===== src/rtl/rv32_wb_arbiter.sv =====
// rv32_wb_arbiter
//
// Write-back arbiter and load formatter in front of the register file
// write port. Two producers hand over completed results:
//   - the single-cycle ALU path (alu_*), and
//   - the load/store unit (lsu_*), whose raw memory word is aligned and
//     sign/zero-extended here according to the load type.
// One result is accepted per cycle. The accepted result is registered and
// presented as we_o/waddr_o/wdata_o during the following cycle.
//
// Handshake: a transfer on a source happens at a rising clk_i edge where
// its valid and ready are both high. Ready never depends on the same
// source's own valid (it may depend on the other source's valid and on the
// starvation counter). A source holds valid and payload stable until its
// transfer. The register file never back-pressures.
//
// Ports:
//   clk_i, rst_n                  clock, asynchronous active-low reset
//   alu_valid_i/alu_ready_o       ALU result handshake
//   alu_rd_i, alu_data_i          ALU destination register and result
//   lsu_valid_i/lsu_ready_o       load result handshake
//   lsu_rd_i, lsu_data_i          load destination and raw memory word
//   lsu_funct3_i                  load type (LB/LH/LW/LBU/LHU)
//   lsu_addr_lo_i                 byte offset of the load address
//   we_o, waddr_o, wdata_o        registered register file write port
//   starve_cnt_o                  debug view of the ALU starvation counter

module rv32_wb_arbiter #(
  parameter int XLEN       = 32,
  parameter int ADDR_W     = 5,
  parameter int STARVE_MAX = 4,
  parameter int CNT_W      = 3
) (
  input  logic              clk_i,
  input  logic              rst_n,
  input  logic              alu_valid_i,
  output logic              alu_ready_o,
  input  logic [ADDR_W-1:0] alu_rd_i,
  input  logic [XLEN-1:0]   alu_data_i,
  input  logic              lsu_valid_i,
  output logic              lsu_ready_o,
  input  logic [ADDR_W-1:0] lsu_rd_i,
  input  logic [XLEN-1:0]   lsu_data_i,
  input  logic [2:0]        lsu_funct3_i,
  input  logic [1:0]        lsu_addr_lo_i,
  output logic              we_o,
  output logic [ADDR_W-1:0] waddr_o,
  output logic [XLEN-1:0]   wdata_o,
  output logic [CNT_W-1:0]  starve_cnt_o
);

  localparam logic [CNT_W-1:0] STARVE_LIM = CNT_W'(STARVE_MAX);

  localparam logic [2:0] F3_LB  = 3'b000;
  localparam logic [2:0] F3_LH  = 3'b001;
  localparam logic [2:0] F3_LBU = 3'b100;
  localparam logic [2:0] F3_LHU = 3'b101;

  // ---------------------------------------------------------------------
  // Arbitration
  // ---------------------------------------------------------------------
  logic [CNT_W-1:0] starve_cnt;
  logic [CNT_W-1:0] starve_cnt_nxt;
  logic             alu_prio;
  logic             alu_fire;
  logic             lsu_fire;

  // The LSU normally wins; once the ALU has lost STARVE_MAX cycles in a
  // row it wins the next cycle outright.
  assign alu_prio    = (starve_cnt == STARVE_LIM);
  assign lsu_ready_o = !(alu_prio && alu_valid_i);
  assign alu_ready_o = !lsu_valid_i || alu_prio;

  // The two ready terms above make these mutually exclusive.
  assign alu_fire = alu_valid_i && alu_ready_o;
  assign lsu_fire = lsu_valid_i && lsu_ready_o;

  // Counts consecutive cycles in which a waiting ALU result was refused.
  // Any cycle where the ALU is idle or transfers restarts the count.
  always_comb begin
    starve_cnt_nxt = starve_cnt;
    if (alu_valid_i && !alu_ready_o) begin
      if (starve_cnt != STARVE_LIM) begin
        starve_cnt_nxt = starve_cnt + 1'b1;
      end
    end else begin
      starve_cnt_nxt = '0;
    end
  end

  assign starve_cnt_o = starve_cnt;

  // ---------------------------------------------------------------------
  // Load formatting
  // ---------------------------------------------------------------------
  logic [7:0]      byte_lane;
  logic [15:0]     half_lane;
  logic [XLEN-1:0] load_data;

  always_comb begin
    byte_lane = lsu_data_i[7:0];
    case (lsu_addr_lo_i)
      2'd0:    byte_lane = lsu_data_i[7:0];
      2'd1:    byte_lane = lsu_data_i[15:8];
      2'd2:    byte_lane = lsu_data_i[23:16];
      default: byte_lane = lsu_data_i[31:24];
    endcase
  end

  // Offset bit 0 is don't-care for halfwords: misaligned loads never get
  // this far.
  assign half_lane = lsu_addr_lo_i[1] ? lsu_data_i[31:16] : lsu_data_i[15:0];

  always_comb begin
    load_data = lsu_data_i;
    case (lsu_funct3_i)
      F3_LB:   load_data = {{(XLEN-8){byte_lane[7]}}, byte_lane};
      F3_LH:   load_data = {{(XLEN-16){half_lane[15]}}, half_lane};
      F3_LBU:  load_data = {{(XLEN-8){1'b0}}, byte_lane};
      F3_LHU:  load_data = {{(XLEN-16){1'b0}}, half_lane};
      // LW and undefined codes pass the word through.
      default: load_data = lsu_data_i;
    endcase
  end

  // ---------------------------------------------------------------------
  // Winner select and output register
  // ---------------------------------------------------------------------
  logic [ADDR_W-1:0] win_rd;
  logic [XLEN-1:0]   win_data;

  always_comb begin
    win_rd   = alu_rd_i;
    win_data = alu_data_i;
    if (lsu_fire) begin
      win_rd   = lsu_rd_i;
      win_data = load_data;
    end
  end

  always_ff @(posedge clk_i or negedge rst_n) begin
    if (!rst_n) begin
      starve_cnt <= '0;
      we_o       <= 1'b0;
      waddr_o    <= '0;
      wdata_o    <= '0;
    end else begin
      starve_cnt <= starve_cnt_nxt;
      we_o       <= 1'b0;
      if (alu_fire || lsu_fire) begin
        // A result for x0 is consumed but never written.
        we_o    <= (win_rd != '0);
        waddr_o <= win_rd;
        wdata_o <= win_data;
      end
    end
  end

endmodule


===== config.mk =====
export PLATFORM = sky130hd
export DESIGN_NAME = rv32_wb_arbiter
export DESIGN_NICKNAME = d
export VERILOG_FILES = /design/src/rtl/rv32_wb_arbiter.sv
export SDC_FILE = /design/constraint.sdc
export NUM_CORES = 1
export LEC_CHECK = 0
export BUFFER_PORTS_ARGS = -buffer_cell sky130_fd_sc_hd__clkbuf_2
export CORE_ASPECT_RATIO = 0.8
export CORE_UTILIZATION = 48
export DETAILED_ROUTE_END_ITERATION = 8
export GPL_TIMING_DRIVEN = 1
export PLACE_DENSITY_LB_ADDON = 0.3
export SLEW_MARGIN = 5
export SYNTH_ARGS = -nofsm -noshare
export SYNTH_HDL_FRONTEND = slang
export SYNTH_SLANG_ARGS = --single-unit

===== constraint.sdc =====
create_clock -name clk_i -period 5 [get_ports clk_i]
set_input_delay 1 -clock clk_i [delete_from_list [all_inputs] [get_ports clk_i]]
set_output_delay 1 -clock clk_i [all_outputs]
set_load 0.05 [all_outputs]

# After elaboration in Yosys (flattened, before gate mapping)
# Index checks and enable logic that the tools add are counted.
# Widths: inputs -> output; s select.
[word_totals] regBits=41 inputBits=83 out_inout_bits=43 elab_cells=33
[classes] add_sub_neg=1 eq_ne=8 mux=8 reduce_logical=12
[op_table] op="$pmux 32 s4" count=1
[op_table] op="$mux 32" count=1
[op_table] op="$pmux 8 s3" count=1
[op_table] op="$mux 16" count=1
[op_table] op="$eq 3x3->1 const B" count=3
[op_table] op="$mux 3" count=2
[op_table] op="$mux 5" count=1
[op_table] op="$reduce_bool 5->1" count=1
[op_table] op="$logic_and 1x1->1" count=4
[op_table] op="$add 3x1->3 const B" count=1
[op_table] op="$eq 3x1->1 const B" count=1
[op_table] op="$logic_not 1->1" count=3
[op_table] op="$logic_not 3->1" count=1
[op_table] op="$ne 3x3->1 const B" count=1
[op_table] op="$eq 2x1->1 const B" count=1
[op_table] op="$eq 2x2->1 const B" count=1
[op_table] op="$logic_not 2->1" count=1
[op_table] op="$logic_or 1x1->1" count=2
[op_table] op="$ne 2x1->1 const B" count=1
[op_table] op="$mux 1" count=1

# Depth between registers and ports, before layout
[logic_depth] word_depth=7 mapped_depth=9 ltp_nobuf=7

# Worst setup path before layout
# Ideal clock, no wire load.
[synth_timing] kind="input -> output" start="input port lsu_valid_i" end="output port alu_ready_o" t_arrival_ps=1381 t_required_ps=4000 setup_slack_ps=2619 path_stages=2 path_cell_list="a21boi_2 > inv_2"
[synth_between] elab_chain_len=2
[synth_lines] element="start: declaration" line_no="40" source="input logic lsu_valid_i,"
[synth_lines] element="$logic_not 1->1" line_no="72" source="assign alu_ready_o = !lsu_valid_i || alu_prio;"
[synth_lines] element="$logic_or 1x1->1" line_no="72"
[synth_lines] element="end: declaration" line_no="37" source="output logic alu_ready_o,"
# No other way between the ends.

# Final worst setup path
# Same ends and word-level chain as after synthesis.

==> results.py <==
metrics = {
    "status": {
        "outcome": "completed",
    },
    "power_and_ir_drop": {
        "peakVddDrop_mv": 0.221,
        "pwr-share-clk_pct": 22.6,
        "comb_power_share_pct": 35.0,
        "p_sw_uw": 355,
        "internal-power_uw": 558,
        "power_density_nw_per_um2": 312,
        "leakagePower_uw": 0.00154,
        "pwr-share-seq_pct": 42.4,
        "swShare_pct": 38.9,
    },
    "setup_path": {
        "worst_r2r_startpoint": "starve_cnt_o[0]$_DFFE_PN0P_",
        "worstSetupPathType": "input port to output port",
        "worstSetupEndpointType": "output port",
        "reg2regPathDepth": 6,
        "crit_required_ns": 4.00,
        "setup.worst_path.start": "lsu_valid_i",
        "rrSetupSlack_ns": 2.88,
        "arrival_ns": 1.65,
        "critical_path.max_fanout": 6,
        "startpoint_type": "input port",
    },
    "global_route": {
        "globalRouteOverflowTotal": 0,
        "grtUsageTotal_pct": 28.3,
        "antenna_found_initial": 0,
        "grt_pass1_vias": 2217,
        "grt_pass1_wl_mm": 10.6,
        "grt_max_degree": 42,
    },
    "timing": {
        "max_freq_mhz": 377,
        "slew_viol_final": 0,
        "hold_viol_final": 0,
        "whs_ns": 0.507,
        "slew_headroom_pct": 33.0,
        "skew_ns": 0.00291,
        "fin_ws_ns": 2.35,
        "finalSetupViolations": 0,
        "rsz0062_at_grt": "no",
        "setup_tns_ns": 0,
        "tightestPinTransition_ns": 1.00,
        "period_share_pct": 53.1,
        "period_needed_ns": 2.65,
    },
    "logic_synthesis": {
        "synth_top_area_cell": "dfrtp_1",
        "netlist-cell-type-count": 34,
        "ys_ff_latch": 41,
        "synth_area_um2": 2240,
        "syn-num-nets": 312,
        "ys_warn_count": 0,
        "yosys-top-cells-area": "dfrtp_1 (46%), a222oi_1 (7.6%), nand2_1 (5.4%)",
        "synth_cells": 227,
        "avgSynthCellArea_um2": 9.88,
        "synth_seq_area_share_pct": 45.8,
        "synth_top_area_share_pct": 45.8,
    },
    "clock_network": {
        "cts_buffers": 5,
        "ctsHoldBuffers": 0,
        "post-cts-setup-buffer-count": 0,
        "cts_tree": "yes",
        "cts_sinks": 41,
        "cts_resized": 0,
        "clock_latency_ns": 0.29,
        "htreeDepth": 2,
        "cts_buffer_depth": 2,
        "cts-root-buf": "clkbuf_8",
        "path_clk_slew_ns": 0.07,
    },
    "worst_hold_path": {
        "holdPathStages": 2,
        "hold_path_class": "flop to flop",
        "hp-start": "wdata_o[16]$_DFFE_PN0P_",
    },
    "place": {
        "place_area_um2": 2850,
        "dp_hpwl_mm": 5.13,
        "globalplace.congestion": 0.924,
        "place_ws_ns": 2.36,
        "io_buffers": 125,
    },
    "drt": {
        "vias": 2334,
        "antenna_left": 0,
        "drc": 0,
        "wl_per_cell_um": 16.6,
        "wirelength_mm": 6.71,
        "viasPerCell": 5.79,
        "drt_first_iter_violations": 215,
        "dr.pass1.iters": 7,
    },
    "floorplanning": {
        "dieArea_um2": 4950,
        "design.core.area_um2": 4340,
        "start_util_pct": 51.7,
        "row_count": 21,
        "dieWidth_um": 78.4,
        "io_pins": 126,
        "die_y_um": 63.1,
    },
    "cells_and_area": {
        "diodes": 0,
        "areaGrowthSynthToFinish_pct": 30.6,
        "drive_gt1_share_pct": 43.1,
        "fin_area_um2": 2930,
        "fillers": 365,
        "multi_input_area_um2": 1090,
        "fin_nets": 430,
        "regArea_um2": 1030,
    },
    "job": {
        "drv_cap": 0,
    },
}
[routing by layer]
metal	global-route usage, %	share of wire (%)
met1	39.8	45
met2	43.3	46
met3	6.96	7.4
met4	8.10	1.4
met5	0	0
[state kept, by name, indices dropped and copies added, names as in the netlist]
name	flops
starve_cnt_o	3
waddr_o	5
wdata_o	32
we_o	1
[power groups by stage]
| stage | registers, uW | logic [uW] | clock network, uW |
|---|---|---|---|
| final | 387 | 320 | 206 |
| after global routing | 391 | 340 | 231 |
| after CTS | 387 | 320 | 210 |
| after detailed placement | 393 | 319 | 0 |
| after global placement | 392 | 315 | 0 |
| after floorplan | 522 | 91.4 | 0 |
[worst paths after layout]
check	endpoint
max in group asynchronous	wdata_o[11]$_DFFE_PN0P_
setup reg to reg	wdata_o[11]$_DFFE_PN0P_
setup / recovery	alu_ready_o
hold reg to reg	wdata_o[16]$_DFFE_PN0P_
min in group asynchronous	wdata_o[10]$_DFFE_PN0P_
hold / removal	wdata_o[16]$_DFFE_PN0P_
[kinds of logic after synthesis]
kind of cell | count (synthesis) | synth area share (%)
buffers and inverters | 21 | 5.52
flip-flops | 41 | 45.8
XOR/XNOR | 1 | 0.391
AO/OA/AOI/OAI | 66 | 24.6
adder cells (fa/ha/maj) | 2 | 1.12
multiplexers | 11 | 5.08
AND/OR/NAND/NOR | 85 | 17.6
[layout by cell type (no fill, tap or decap), types with 2 or more instances in the layout]
cell	n
a31oi_1	12
nand2b_1	8
dfrtp_1	41
o221a_2	8
mux2_2	3
and2_1	4
o22a_1	8
mux2i_1	8
and3_1	9
o21ai_0	7
nor2_1	24
a2111o_1	2
nor3_1	3
clkbuf_8	5
o22ai_1	7
clkinv_2	2
inv_1	4
or4_1	2
clkbuf_2	125
nand2_1	32
ha_1	2
a222oi_1	17
[cell type report]
cell class	count	share of cell area, %
Clock buffer	6	2.48
Clock inverter	2	0.342
Inverter	6	0.769
Multi-Input combinational cell	165	37.3
Sequential cell	41	35.0
Tap cell	57	2.44
Timing Repair Buffer	126	21.6
[synthesized netlist by cell type]
cell type	n
a211oi_1	1
and3_1	9
inv_2	1
nor2_1	24
a21oi_1	1
buf_2	3
xnor2_1	1
clkinv_1	1
a22oi_1	1
o211ai_2	1
a2111o_1	2
o221a_2	8
o21ai_0	7
inv_1	4
nand2_1	32
clkbuf_1	6
nand2b_1	8
o22a_1	8
dfrtp_1	41
a21boi_2	1
or2_2	1
a222oi_1	17
a31oi_1	12
nor3_1	3
mux2_2	3
o22ai_1	7
and2_1	4
buf_4	1
buf_6	5
ha_1	2
mux2i_1	8
nor2b_1	1
or4_1	2
nand3_2	1
[through the flow]
| stage | cells | utilization, % | power (uW) |
|---|---|---|---|
| global route | 403 | 67.5 | 963 |
| CTS | 403 | 67.5 | 917 |
| detailed placement | 395 | 65.6 | 712 |
| floorplan | 227 | - | 613 |
| finish | 403 | 67.5 | 913 |
| global placement | 395 | 65.6 | 707 |
[worst max-delay path, stage by stage]
cell      delay (ns)
clkbuf_2        0.12
a21boi_2        0.18
inv_2           0.07
clkbuf_2        0.27
(Power assumes the default switching activity.)
